$ cat config.mk
export PLATFORM = sky130hd
export DESIGN_NAME = mem_stage_m_wb_flat
export DESIGN_NICKNAME = d
export VERILOG_FILES = /design/src/rtl/mem_stage_m_wb_if.sv /design/src/rtl/mem_stage_m_wb.sv /design/src/flat_wrapper.sv
export SDC_FILE = /design/constraint.sdc
export NUM_CORES = 1
export LEC_CHECK = 0
export BUFFER_PORTS_ARGS = -buffer_cell sky130_fd_sc_hd__buf_4
export CAP_MARGIN = 20
export CORE_MARGIN = 1
export CORE_UTILIZATION = 25
export CTS_CLUSTER_SIZE = 30
export DETAILED_ROUTE_END_ITERATION = 12
export PLACE_DENSITY = 0.61
export SETUP_SLACK_MARGIN = 0.15
export SLEW_MARGIN = 20
export SYNTH_ARGS = -nofsm -noshare
export SYNTH_HDL_FRONTEND = slang
export SYNTH_SLANG_ARGS = --single-unit
$ cat constraint.sdc
create_clock -name clk -period 1.6 [get_ports clk]
set_input_delay 0.32 -clock clk [delete_from_list [all_inputs] [get_ports clk]]
set_output_delay 0.32 -clock clk [all_outputs]
set_load 0.01 [all_outputs]
$ cat src/rtl/mem_stage_m_wb_if.sv
// Data-memory request/response bundle between the memory stage and the data memory.
// master: stage side (drives req/we/addr/wdata/wstrb); slave: memory side (drives ready/rvalid/rdata).
interface mem_stage_m_wb_if;
  logic        req;
  logic        we;
  logic [31:0] addr;
  logic [31:0] wdata;
  logic [3:0]  wstrb;
  logic        ready;
  logic        rvalid;
  logic [31:0] rdata;

  modport master (
    output req, we, addr, wdata, wstrb,
    input  ready, rvalid, rdata
  );

  modport slave (
    input  req, we, addr, wdata, wstrb,
    output ready, rvalid, rdata
  );
endinterface

$ cat src/rtl/mem_stage_m_wb.sv
// Memory stage plus M/WB register: issues loads/stores on dmem (master modport), formats load data,
// stalls upstream while a load response is pending. Ports: clk, rst (sync, active-high), *_M inputs
// from EX/M, stall_M, *_W writeback outputs. Optional macro MISALIGN_TRAP_EN traps misaligned LH/SH/LW/SW.
module mem_stage_m_wb #(
  parameter int RESP_TIMEOUT = 64
) (
  input  logic        clk,
  input  logic        rst,
  input  logic [31:0] PC_M,
  input  logic [31:0] instr_M,
  input  logic [31:0] alu_result_M,
  input  logic [31:0] rs2_rdata_M,
  input  logic [2:0]  funct3_M,
  input  logic [4:0]  rd_waddr_M,
  input  logic        rd_wen_M,
  input  logic        MemWrite_M,
  input  logic        MemRead_M,
  input  logic [1:0]  PMAItoReg_M,
  output logic        stall_M,
  mem_stage_m_wb_if.master dmem,
  output logic [31:0] PC_W,
  output logic [31:0] instr_W,
  output logic [31:0] alu_result_W,
  output logic [31:0] load_data_W,
  output logic [4:0]  rd_waddr_W,
  output logic        rd_wen_W,
  output logic [1:0]  PMAItoReg_W,
  output logic        bus_err_W,
  output logic        misalign_W
);

  localparam int CW = (RESP_TIMEOUT > 1) ? $clog2(RESP_TIMEOUT) : 1;
  localparam logic [CW-1:0] CNT_MAX = CW'(RESP_TIMEOUT - 1);

  typedef enum logic {IDLE, WAIT_R} state_t;

  state_t        state, state_n;
  logic [CW-1:0] cnt, cnt_n;

  logic        mem_op, is_st, mis;
  logic        take, tout, rsp;
  logic [1:0]  ofs;
  logic [7:0]  lb;
  logic [15:0] lh;
  logic        sx;
  logic [31:0] fmt;

  assign mem_op = MemRead_M | MemWrite_M;
  assign is_st  = MemWrite_M;
  assign ofs    = alu_result_M[1:0];

`ifdef MISALIGN_TRAP_EN
  logic half_acc, word_acc;
  assign half_acc = (funct3_M == 3'b001)
                  | (~is_st & (funct3_M == 3'b101));
  assign word_acc = (funct3_M == 3'b010);
  assign mis = mem_op
             & ((half_acc & ofs[0]) | (word_acc & (ofs != 2'b00)));
`else
  assign mis = 1'b0;
`endif

  // Request side
  assign dmem.we   = is_st;
  assign dmem.addr = {alu_result_M[31:2], 2'b00};

  always_comb begin
    dmem.wdata = rs2_rdata_M;
    dmem.wstrb = 4'b0000;
    unique case (funct3_M[1:0])
      2'b00: begin
        dmem.wdata = {4{rs2_rdata_M[7:0]}};
        dmem.wstrb = 4'b0001 << ofs;
      end
      2'b01: begin
        dmem.wdata = {2{rs2_rdata_M[15:0]}};
        dmem.wstrb = ofs[1] ? 4'b1100 : 4'b0011;
      end
      default: begin
        dmem.wdata = rs2_rdata_M;
        dmem.wstrb = 4'b1111;
      end
    endcase
    if (!is_st) dmem.wstrb = 4'b0000;
  end

  // Load formatting
  always_comb begin
    lb = dmem.rdata[7:0];
    unique case (ofs)
      2'b00: lb = dmem.rdata[7:0];
      2'b01: lb = dmem.rdata[15:8];
      2'b10: lb = dmem.rdata[23:16];
      2'b11: lb = dmem.rdata[31:24];
    endcase
  end

  assign lh = ofs[1] ? dmem.rdata[31:16] : dmem.rdata[15:0];
  assign sx = ~funct3_M[2];

  always_comb begin
    fmt = dmem.rdata;
    unique case (1'b1)
      (funct3_M[1:0] == 2'b00): fmt = {{24{sx & lb[7]}}, lb};
      (funct3_M[1:0] == 2'b01): fmt = {{16{sx & lh[15]}}, lh};
      default:                  fmt = dmem.rdata;
    endcase
  end

  // FSM
  always_ff @(posedge clk) begin
    if (rst) begin
      state <= IDLE;
      cnt   <= '0;
    end else begin
      state <= state_n;
      cnt   <= cnt_n;
    end
  end

  always_comb begin
    state_n  = state;
    cnt_n    = cnt;
    dmem.req = 1'b0;
    stall_M  = 1'b0;
    take     = 1'b0;
    tout     = 1'b0;
    rsp      = 1'b0;
    unique case (state)
      IDLE: begin
        if (mem_op && !mis) begin
          dmem.req = 1'b1;
          if (dmem.ready) begin
            if (is_st) begin
              take = 1'b1;
            end else begin
              state_n = WAIT_R;
              stall_M = 1'b1;
            end
          end else begin
            stall_M = 1'b1;
          end
        end else begin
          take = 1'b1;
        end
      end
      WAIT_R: begin
        // A response arriving on the last allowed cycle beats the timeout.
        if (dmem.rvalid) begin
          take    = 1'b1;
          rsp     = 1'b1;
          state_n = IDLE;
          cnt_n   = '0;
        end else if (cnt == CNT_MAX) begin
          tout    = 1'b1;
          state_n = IDLE;
          cnt_n   = '0;
        end else begin
          cnt_n   = cnt + 1'b1;
          stall_M = 1'b1;
        end
      end
      default: state_n = IDLE;
    endcase
  end

  // M/WB register
  always_ff @(posedge clk) begin
    if (rst) begin
      PC_W         <= '0;
      instr_W      <= '0;
      alu_result_W <= '0;
      load_data_W  <= '0;
      rd_waddr_W   <= '0;
      rd_wen_W     <= 1'b0;
      PMAItoReg_W  <= '0;
      bus_err_W    <= 1'b0;
      misalign_W   <= 1'b0;
    end else if (stall_M) begin
      rd_wen_W   <= 1'b0;
      bus_err_W  <= 1'b0;
      misalign_W <= 1'b0;
    end else begin
      PC_W         <= PC_M;
      instr_W      <= instr_M;
      alu_result_W <= alu_result_M;
      rd_waddr_W   <= rd_waddr_M;
      PMAItoReg_W  <= PMAItoReg_M;
      load_data_W  <= rsp ? fmt : 32'h0;
      rd_wen_W     <= rd_wen_M & take & ~mis;
      bus_err_W    <= tout;
      misalign_W   <= mis;
    end
  end

endmodule

$ cat src/flat_wrapper.sv
// flat-port wrapper written by rule: the top's interface ports become plain ports
module mem_stage_m_wb_flat 
#(
  parameter int RESP_TIMEOUT = 64
)
  (clk, rst, PC_M, instr_M, alu_result_M, rs2_rdata_M, funct3_M, rd_waddr_M, rd_wen_M, MemWrite_M, MemRead_M, PMAItoReg_M, stall_M, PC_W, instr_W, alu_result_W, load_data_W, rd_waddr_W, rd_wen_W, PMAItoReg_W, bus_err_W, misalign_W, dmem_req, dmem_we, dmem_addr, dmem_wdata, dmem_wstrb, dmem_ready, dmem_rvalid, dmem_rdata);
  mem_stage_m_wb_if dmem_i ();
  input  logic clk;
  input  logic rst;
  input  logic [31:0] PC_M;
  input  logic [31:0] instr_M;
  input  logic [31:0] alu_result_M;
  input  logic [31:0] rs2_rdata_M;
  input  logic [2:0] funct3_M;
  input  logic [4:0] rd_waddr_M;
  input  logic rd_wen_M;
  input  logic MemWrite_M;
  input  logic MemRead_M;
  input  logic [1:0] PMAItoReg_M;
  output logic stall_M;
  output logic [31:0] PC_W;
  output logic [31:0] instr_W;
  output logic [31:0] alu_result_W;
  output logic [31:0] load_data_W;
  output logic [4:0] rd_waddr_W;
  output logic rd_wen_W;
  output logic [1:0] PMAItoReg_W;
  output logic bus_err_W;
  output logic misalign_W;
  output wire logic [$bits(dmem_i.req)-1:0] dmem_req;
  output wire logic [$bits(dmem_i.we)-1:0] dmem_we;
  output wire logic [$bits(dmem_i.addr)-1:0] dmem_addr;
  output wire logic [$bits(dmem_i.wdata)-1:0] dmem_wdata;
  output wire logic [$bits(dmem_i.wstrb)-1:0] dmem_wstrb;
  input wire logic [$bits(dmem_i.ready)-1:0] dmem_ready;
  input wire logic [$bits(dmem_i.rvalid)-1:0] dmem_rvalid;
  input wire logic [$bits(dmem_i.rdata)-1:0] dmem_rdata;
  assign dmem_req = dmem_i.req;
  assign dmem_we = dmem_i.we;
  assign dmem_addr = dmem_i.addr;
  assign dmem_wdata = dmem_i.wdata;
  assign dmem_wstrb = dmem_i.wstrb;
  assign dmem_i.ready = dmem_ready;
  assign dmem_i.rvalid = dmem_rvalid;
  assign dmem_i.rdata = dmem_rdata;
  mem_stage_m_wb #(.RESP_TIMEOUT(RESP_TIMEOUT)) u_core (.clk(clk), .rst(rst), .PC_M(PC_M), .instr_M(instr_M), .alu_result_M(alu_result_M), .rs2_rdata_M(rs2_rdata_M), .funct3_M(funct3_M), .rd_waddr_M(rd_waddr_M), .rd_wen_M(rd_wen_M), .MemWrite_M(MemWrite_M), .MemRead_M(MemRead_M), .PMAItoReg_M(PMAItoReg_M), .stall_M(stall_M), .dmem(dmem_i), .PC_W(PC_W), .instr_W(instr_W), .alu_result_W(alu_result_W), .load_data_W(load_data_W), .rd_waddr_W(rd_waddr_W), .rd_wen_W(rd_wen_W), .PMAItoReg_W(PMAItoReg_W), .bus_err_W(bus_err_W), .misalign_W(misalign_W));
endmodule
==> qor.csv, run 1 <==
metric;value;unit
Leak Pwr;5.35;nW
initial antenna violation count;0;
Multi-input gate area;3980;um^2
die area;26700;um^2
hold_ws;0.129;ns
Max VDD drop;478;uV
Slew @ Worst Pin;0.671;ns
switching share of total power;0.288;
top cell type's share of synthesized area;0.443;
clock share of power;0.380;
TritonCTS Buffers;17;
# Max-Cap Violations;0;
Slew HR;0.552;
WS Path Type;flip-flop to output pin;
DP Wirelength;19000;um
CTS tree;done;
first-pass GRT wire length;40400;um
overall power;10.5;mW
register area share after synthesis;0.443;
pin count of the biggest net entering global routing;75;
Initial Util;0.256;
GR Overflow Total;0;
fill count;2418;
CTS sink cnt;144;
WL per Instance;19.3;um
worst hold path class;primary input to flip-flop;
GP Congestion;0.863;
cells along the critical path;ha_4, nand2_4, o21a_4, nor2_4, inv_2, buf_6;
failing checks;negative setup slack;
drt first pass iters;4;
post-DR vias/cell;4.99;
Top delay family on crit path;flip-flops;
P&R area growth vs syn;90.7;%
clk root buf;clkbuf_16;
Req. time, crit path;1.28;ns
area leader, netlist;dfxtp_1;
Top Ports;386;
Comb pwr share;0.245;
skew final;0.0188;ns
Clock Latency Late Sink;0.43;ns
status;complete, but fails checks;
via count;7486;
flop-to-flop setup slack;-0.17;ns
# rows;58;
net switching power;3.04;mW
area of the mapped netlist;6510;um^2
endpoint class of the critical path;output pin;
most common cell after layout, fill and taps aside;buf_4;
peak per-stage delay on the critical path;0.36;ns
most frequent cells in the layout;411 x buf_4, 139 x dfxtp_1, 84 x a21oi_1, 84 x o21ai_2, 72 x nand3_1;
pwr dens;849;nW/um^2
share of total power in sequential cells;0.375;
Worst path slowest cell;dfxtp_2;
Internal Power;7.51;mW
synth warn;0;
Critical Path AT;1.47;ns
largest cells by area after synthesis;dfxtp_1 44%, a21oi_1 8.8%, o21ai_0 8.8%;
Syn Inst Count;764;
register area;2890;um^2
Synth Area per Inst;8.53;um^2
First DRT Iteration DRCs;483;
cts hold-fix bufs;0;
CTS Buffer Depth;2;
Seq cells post-synth;144;
H-tree lvl count;4;
part of the cycle the worst path needs;1.12;
setup ws final;-0.189;ns
Worst setup SP type;flip-flop;
Critical Path Fanout Max;4;
Final #Nets;1335;
All-Layer GR Usage;0.198;
IO buf count;382;
CP Buf/Inv Count;2;
endpoints failing hold;0;
Core ar.;25400;um^2
DRC violations left;0;
f_max;559;MHz
Yosys cell types;47;
fin. max-slew vios;0;
final WL;28900;um
Clock Pin Slew Worst Setup and Hold Paths;0.07;ns
vias in the first global route;7074;
Routed Antenna Nets;0;
share of cells above drive strength 1;0.621;
count of final setup violators;136;
Antenna diodes;0;
DIE WIDTH;163;um
Die Height;163;um
min cycle time layout;1.79;ns
RSZ-0062 raised after global routing;true;
==> worst paths after layout <==
| check | startpoint | to | cells past startpoint |
|---|---|---|---|
| max | u_core.cnt[1] | stall_M | 6 |
| min | dmem_rdata[21] | u_core.load_data_W[21] | 2 |
| max reg2reg | u_core.cnt[1] | u_core.load_data_W[28] | 8 |
| min reg2reg | u_core.alu_result_W[11] | u_core.alu_result_W[11] | 2 |
==> logic make-up (layout without fill, tap and decap cells) <==
family | count (synthesis) | after routing | share of synthesized area
fa+ha+maj | 1 | 1 | 0.00192
flops | 144 | 144 | 0.443
buf+inv | 121 | 525 | 0.102
compound gates | 299 | 299 | 0.268
other cells | 1 | 3 | 0.000576
simple gates | 171 | 171 | 0.139
mux | 27 | 27 | 0.0455
==> power groups by stage <==
stage	clock [mW]	combinational [mW]	sequential, mW
floorplan	0	0.817	4.06
global placement	0	2.04	3.97
detailed placement	0	2.05	3.97
CTS	4.10	2.32	3.92
global route	4.25	2.76	3.97
finish	4.00	2.59	3.95
==> sequential cells by signal, indices dropped and copies added (netlist names) <==
register	cells
u_core.state	1
u_core.PC_W	32
u_core.load_data_W	32
u_core.rd_wen_W	1
u_core.instr_W	32
u_core.rd_waddr_W	5
u_core.PMAItoReg_W	2
u_core.bus_err_W	1
u_core.cnt	6
u_core.alu_result_W	32
==> repair_timing <==
item | 4_1_cts | 5_1_grt
setup buffers | 17 | 5
cloned | 11 | 11
setup endpoints to repair | 147 | 159
pin swaps | 28 | 190
resized for setup | 230 | 164
==> routing by layer <==
metal | routed length (um) | global-route usage | vias to the layer above
li1 | - | - | 3561
met1 | 12400 | 0.260 | 3626
met2 | 14400 | 0.326 | 272
met3 | 1790 | 0.0419 | 27
met4 | 390 | 0.0506 | 0
met5 | 0 | 0 | -
==> per-stage QoR <==
stage	std cells	setup slack [ns]	TNS, ns	utilization	area (um^2)
2_1_floorplan	766	0.0141	0	-	6610
3_3_place_gp	1425	-0.224	-11.36	0.389	9870
3_5_place_dp	1425	-0.289	-15.59	0.389	9870
4_1_cts	1485	-0.240	-17.08	0.450	11400
5_1_grt	1500	-0.245	-22.42	0.489	12400
6_report	1500	-0.189	-13.12	0.489	12400
==> synthesized netlist by cell type, drive strengths merged <==
| cell type | number |
|---|---|
| a221oi | 7 |
| or2 | 1 |
| mux2i | 9 |
| a22oi | 1 |
| and3b | 7 |
| or4 | 2 |
| nand3b | 3 |
| a21boi | 1 |
| and2b | 1 |
| conb | 1 |
| nand2b | 6 |
| buf | 73 |
| nor4 | 2 |
| a21oi | 116 |
| a211o | 6 |
| nand3 | 106 |
| mux2 | 18 |
| a221o | 16 |
| inv | 2 |
| nand2 | 12 |
| o211a | 1 |
| and2 | 1 |
| a2111oi | 1 |
| clkbuf | 45 |
| o211ai | 1 |
| o21ai | 123 |
| nor4b | 2 |
| a31oi | 3 |
| and3 | 2 |
| nor2 | 13 |
| o21a | 3 |
| nor2b | 4 |
| clkinv | 1 |
| a21o | 2 |
| a211oi | 1 |
| dfxtp | 144 |
| or3 | 9 |
| o2bb2ai | 17 |
| ha | 1 |
==> cell type report <==
type                       count  share of cell area
timing repair buffer         490               0.366
tap                          330              0.0332
inverter                       3            0.000907
multi-input combinational    501               0.320
sequential                   144               0.233
clock buffer                  20              0.0360
clock inverter                12              0.0108
==> worst register-to-register path: cells and delay by family (launching register included) <==
kind / cells / cell delay, ns
AO/OA/AOI/OAI: 3 / 0.65
buffers and inverters: 3 / 0.45
flip-flops: 1 / 0.36
adder cells (fa/ha/maj): 1 / 0.16
AND/OR/NAND/NOR: 1 / 0.05
Power figures use the tool's default switching activity.
==> run 2: changes to the inputs <==
--- a/config.mk
+++ b/config.mk
@@ -11,7 +11,8 @@
 export CORE_UTILIZATION = 25
 export CTS_CLUSTER_SIZE = 30
 export DETAILED_ROUTE_END_ITERATION = 12
-export PLACE_DENSITY = 0.61
+export MAX_ROUTING_LAYER = met4
+export PLACE_DENSITY = 0.59
 export SETUP_SLACK_MARGIN = 0.15
 export SLEW_MARGIN = 20
 export SYNTH_ARGS = -nofsm -noshare
==> constraint.sdc (replaced) <==
create_clock -name clk -period 1.98 [get_ports clk]
set_input_delay 0.396 -clock clk [delete_from_list [all_inputs] [get_ports clk]]
set_output_delay 0.396 -clock clk [all_outputs]
set_load 0.01 [all_outputs]
==> qor.csv, run 2 (synthesis results as in run 1) <==
metric;value;unit
Critical Path AT;1.46;ns
Top Ports;386;
Antenna diodes;0;
vias in the first global route;6373;
part of the cycle the worst path needs;0.935;
GR Overflow Total;0;
DP Area;9530;um^2
CTS tree;done;
Core ar.;25400;um^2
fin. max-slew vios;0;
fill count;2637;
most frequent cells in the layout;420 x buf_4, 138 x dfxtp_1, 114 x o21ai_0, 114 x a21oi_1, 105 x nand3_1;
# Max-Cap Violations;0;
H-tree lvl count;4;
worst hold path class;primary input to flip-flop;
most common cell after layout, fill and taps aside;buf_4;
Multi-input gate area;3050;um^2
skew final;0.00912;ns
P&R area growth vs syn;58.0;%
Critical Path Fanout Max;2;
pwr dens;777;nW/um^2
f_max;540;MHz
CTS Buffer Depth;2;
first-pass GRT wire length;36400;um
setup ws final;0.129;ns
DRC violations left;0;
Routed Antenna Nets;0;
via count;6980;
post-route cell area;10300;um^2
share of cells above drive strength 1;0.451;
CTS sink cnt;144;
First DRT Iteration DRCs;541;
WL per Instance;17.3;um
endpoints failing hold;0;
Clock Pin Slew Worst Setup and Hold Paths;0.07;ns
flop-to-flop setup slack;0.32;ns
setup TNS;0;ns
Max VDD drop;378;uV
final WL;24900;um
Slew HR;0.353;
hold_ws;0.219;ns
RSZ-0062 raised after global routing;true;
pin count of the biggest net entering global routing;85;
Req. time, crit path;1.58;ns
clk root buf;clkbuf_16;
DP Wirelength;17600;um
post-DR vias/cell;4.85;
endpoint class of the critical path;output pin;
WS Path Type;flip-flop to output pin;
status;finished clean;
initial antenna violation count;0;
Initial Util;0.256;
Place WS;0.00357;ns
peak per-stage delay on the critical path;0.35;ns
# rows;58;
All-Layer GR Usage;0.180;
Final #Nets;1275;
min cycle time layout;1.85;ns
Slew @ Worst Pin;0.970;ns
count of final setup violators;0;
Clock Latency Late Sink;0.42;ns
cts hold-fix bufs;0;
TritonCTS Buffers;17;
GP Congestion;0.869;
DIE WIDTH;163;um
Worst path slowest cell;dfxtp_2;
Leak Pwr;4.60;nW
die area;26700;um^2
cells along the critical path;ha_4, nand2_4, o21a_4, nor2_4, inv_2, buf_6;
drt first pass iters;5;
register area;2890;um^2
IO buf count;382;
Die Height;163;um
Worst setup SP type;flip-flop;
[run 2: cell count changes in the layout (fill, tap and decap cells not counted), moves of 10 or more]
cell     delta
nand3_1    +33
nand3_2    -25
o21ai_0   +101
a21oi_2    -27
buf_16     -10
o21ai_2    -84
buf_6      -18
a21oi_1    +30
o21ai_4    -15
buf_12     -20
buf_8      -12
[run 2: routing by layer]
layer | global-route usage | wire (um)
met4 | 0.0484 | 333
met3 | 0.0371 | 1520
met1 | 0.227 | 10800
met2 | 0.289 | 12200
met5 | - | 0
[run 2: repair_timing]
| action | 4_1_cts | 5_1_grt |
|---|---|---|
| setup endpoints to repair | 18 | 57 |
| setup buffers | 9 | 2 |
| cloned | 0 | 1 |
| resized for setup | 14 | 7 |
| pin swaps | 3 | 3 |
[run 2: through the flow]
| stage | power (mW) | instances | utilization |
|---|---|---|---|
| finish | 8.00 | 1440 | 0.405 |
| global route | 8.36 | 1440 | 0.405 |
| CTS | 8.09 | 1437 | 0.403 |
| detailed placement | 4.80 | 1396 | 0.375 |
| global placement | 4.79 | 1396 | 0.375 |
| floorplan | 3.93 | 766 | - |
[run 2: report_power, final]
part | total [mW] | switching, mW | internal [mW]
Sequential | 3.14 | 0.0767 | 3.07
Clock | 3.25 | 1.44 | 1.81
Combinational | 1.60 | 0.783 | 0.821
[run 2: cell type report]
cell class                      instances  share of cell area
Inverter                                3             0.00109
Sequential cell                       144               0.281
Clock buffer                           18              0.0427
Clock inverter                         14              0.0147
Tap cell                              330              0.0401
Multi-Input combinational cell        501               0.297
Timing Repair Buffer                  430               0.324
[run 2: final timing paths]
kind                                  to  cells past startpoint             startpoint
setup reg to reg         u_core.PC_W[18]                      8          u_core.cnt[0]
hold / removal    u_core.load_data_W[17]                      2         dmem_rdata[17]
hold reg to reg    u_core.load_data_W[3]                      1  u_core.load_data_W[3]
setup / recovery                 stall_M                      6          u_core.cnt[0]
[run 2: worst max-delay path, delay by kind of cell, from the launching register on]
family | cells | cell delay (ns)
AOI/OAI and AO/OA | 1 | 0.24
adders and majority gates | 1 | 0.15
buffers and inverters | 2 | 0.16
DFF | 1 | 0.35
and+or+nand+nor | 2 | 0.14
==> run 3: changes to the inputs <==
--- a/config.mk
+++ b/config.mk
@@ -12,7 +12,6 @@
 export CTS_CLUSTER_SIZE = 30
 export DETAILED_ROUTE_END_ITERATION = 12
 export MAX_ROUTING_LAYER = met4
-export PLACE_DENSITY = 0.59
 export SETUP_SLACK_MARGIN = 0.15
 export SLEW_MARGIN = 20
 export SYNTH_ARGS = -nofsm -noshare
==> qor.csv, run 3 (synthesis results as in run 1) <==
metric;value;unit
cells along the critical path;ha_4, nand2_4, o21a_4, nor2_2, inv_1, buf_6;
via count;6927;
RSZ-0062 raised after global routing;true;
Initial Util;0.256;
drt first pass iters;4;
DIE WIDTH;163;um
Critical Path Fanout Max;3;
CTS tree;done;
cts hold-fix bufs;0;
Multi-input gate area;3040;um^2
overall power;8.31;mW
DP Wirelength;17100;um
most common cell after layout, fill and taps aside;buf_4;
pwr dens;812;nW/um^2
peak per-stage delay on the critical path;0.36;ns
Worst path slowest cell;dfxtp_2;
pin count of the biggest net entering global routing;113;
# rows;58;
DRC violations left;0;
status;finished clean;
fin. max-slew vios;0;
initial antenna violation count;0;
vias in the first global route;6275;
Die Height;163;um
WL per Instance;17.2;um
part of the cycle the worst path needs;0.946;
post-DR vias/cell;4.86;
worst hold path class;primary input to flip-flop;
GP Congestion;0.846;
Antenna diodes;0;
post-route cell area;10200;um^2
Slew @ Worst Pin;0.657;ns
Req. time, crit path;1.58;ns
Core ar.;25400;um^2
Leak Pwr;4.56;nW
All-Layer GR Usage;0.179;
Worst setup SP type;flip-flop;
Top Ports;386;
setup TNS;0;ns
fill count;2609;
Routed Antenna Nets;0;
clk root buf;clkbuf_16;
CTS Buffer Depth;2;
Slew HR;0.562;
Place WS;0.0224;ns
register area;2890;um^2
final WL;24500;um
# Max-Cap Violations;0;
endpoints failing hold;0;
Critical Path AT;1.48;ns
Final #Nets;1259;
GR Overflow Total;0;
min cycle time layout;1.87;ns
WS Path Type;flip-flop to output pin;
Max VDD drop;497;uV
Clock Latency Late Sink;0.42;ns
H-tree lvl count;4;
skew final;0.00772;ns
f_max;534;MHz
share of cells above drive strength 1;0.442;
First DRT Iteration DRCs;633;
Clock Pin Slew Worst Setup and Hold Paths;0.06;ns
TritonCTS Buffers;17;
IO buf count;382;
die area;26700;um^2
setup ws final;0.106;ns
CTS sink cnt;144;
DP Area;9480;um^2
final core occ;0.403;
first-pass GRT wire length;36100;um
count of final setup violators;0;
P&R area growth vs syn;57.0;%
most frequent cells in the layout;402 x buf_4, 138 x dfxtp_1, 114 x o21ai_0, 114 x a21oi_1, 105 x nand3_1;
endpoint class of the critical path;output pin;
-- run 3: area by class of cell --
| type | count | share of cell area |
|---|---|---|
| clock buffers | 17 | 0.0416 |
| clock inverters | 15 | 0.0214 |
| well taps | 330 | 0.0404 |
| multi-input cells | 501 | 0.297 |
| inverters | 3 | 0.00110 |
| flip-flops and latches | 144 | 0.283 |
| repair buffers | 414 | 0.316 |
-- run 3: through the flow --
stage	hold WS, ns	instances
detailed placement	0.450	1385
finish	0.220	1424
global route	0.203	1424
floorplan	0.462	766
CTS	0.200	1422
global placement	0.449	1385
-- run 3: worst paths after layout --
check	startpoint	to	slack, ns	cells after the start
worst max-delay path	u_core.cnt[0]	stall_M	0.11	6
worst min-delay path	dmem_rdata[16]	u_core.load_data_W[16]	0.22	2
worst max register to register	u_core.cnt[0]	u_core.instr_W[10]	0.28	7
worst min register to register	u_core.load_data_W[0]	u_core.load_data_W[0]	0.47	1
-- run 3: power by group --
group          switching [mW]  leakage [nW]  total (mW)  internal, mW
sequential             0.0793          1.19        3.15          3.07
clock                    1.42         0.310        3.58          2.16
combinational           0.776          3.06        1.58         0.805
-- run 3: critical path, delay by kind of cell (launching register included) --
family                     cells  cell delay (ns)
AOI/OAI and AO/OA              1             0.25
buffers and inverters          2             0.16
and+or+nand+nor                2             0.14
DFF                            1             0.36
adders and majority gates      1             0.15
-- run 3: timing repair --
action                     in CTS  in global routing
setup endpoints to repair      17                 19
buffers inserted                5                  2
pin swaps                       2                  3
resized for setup              10                  7
-- run 3: per-layer routing --
metal,vias to the layer above,wire (um),track usage
met5,-,0,-
met4,0,316,0.0476
met3,16,1460,0.0325
met2,254,11900,0.283
met1,3276,10800,0.233
li1,3381,-,-
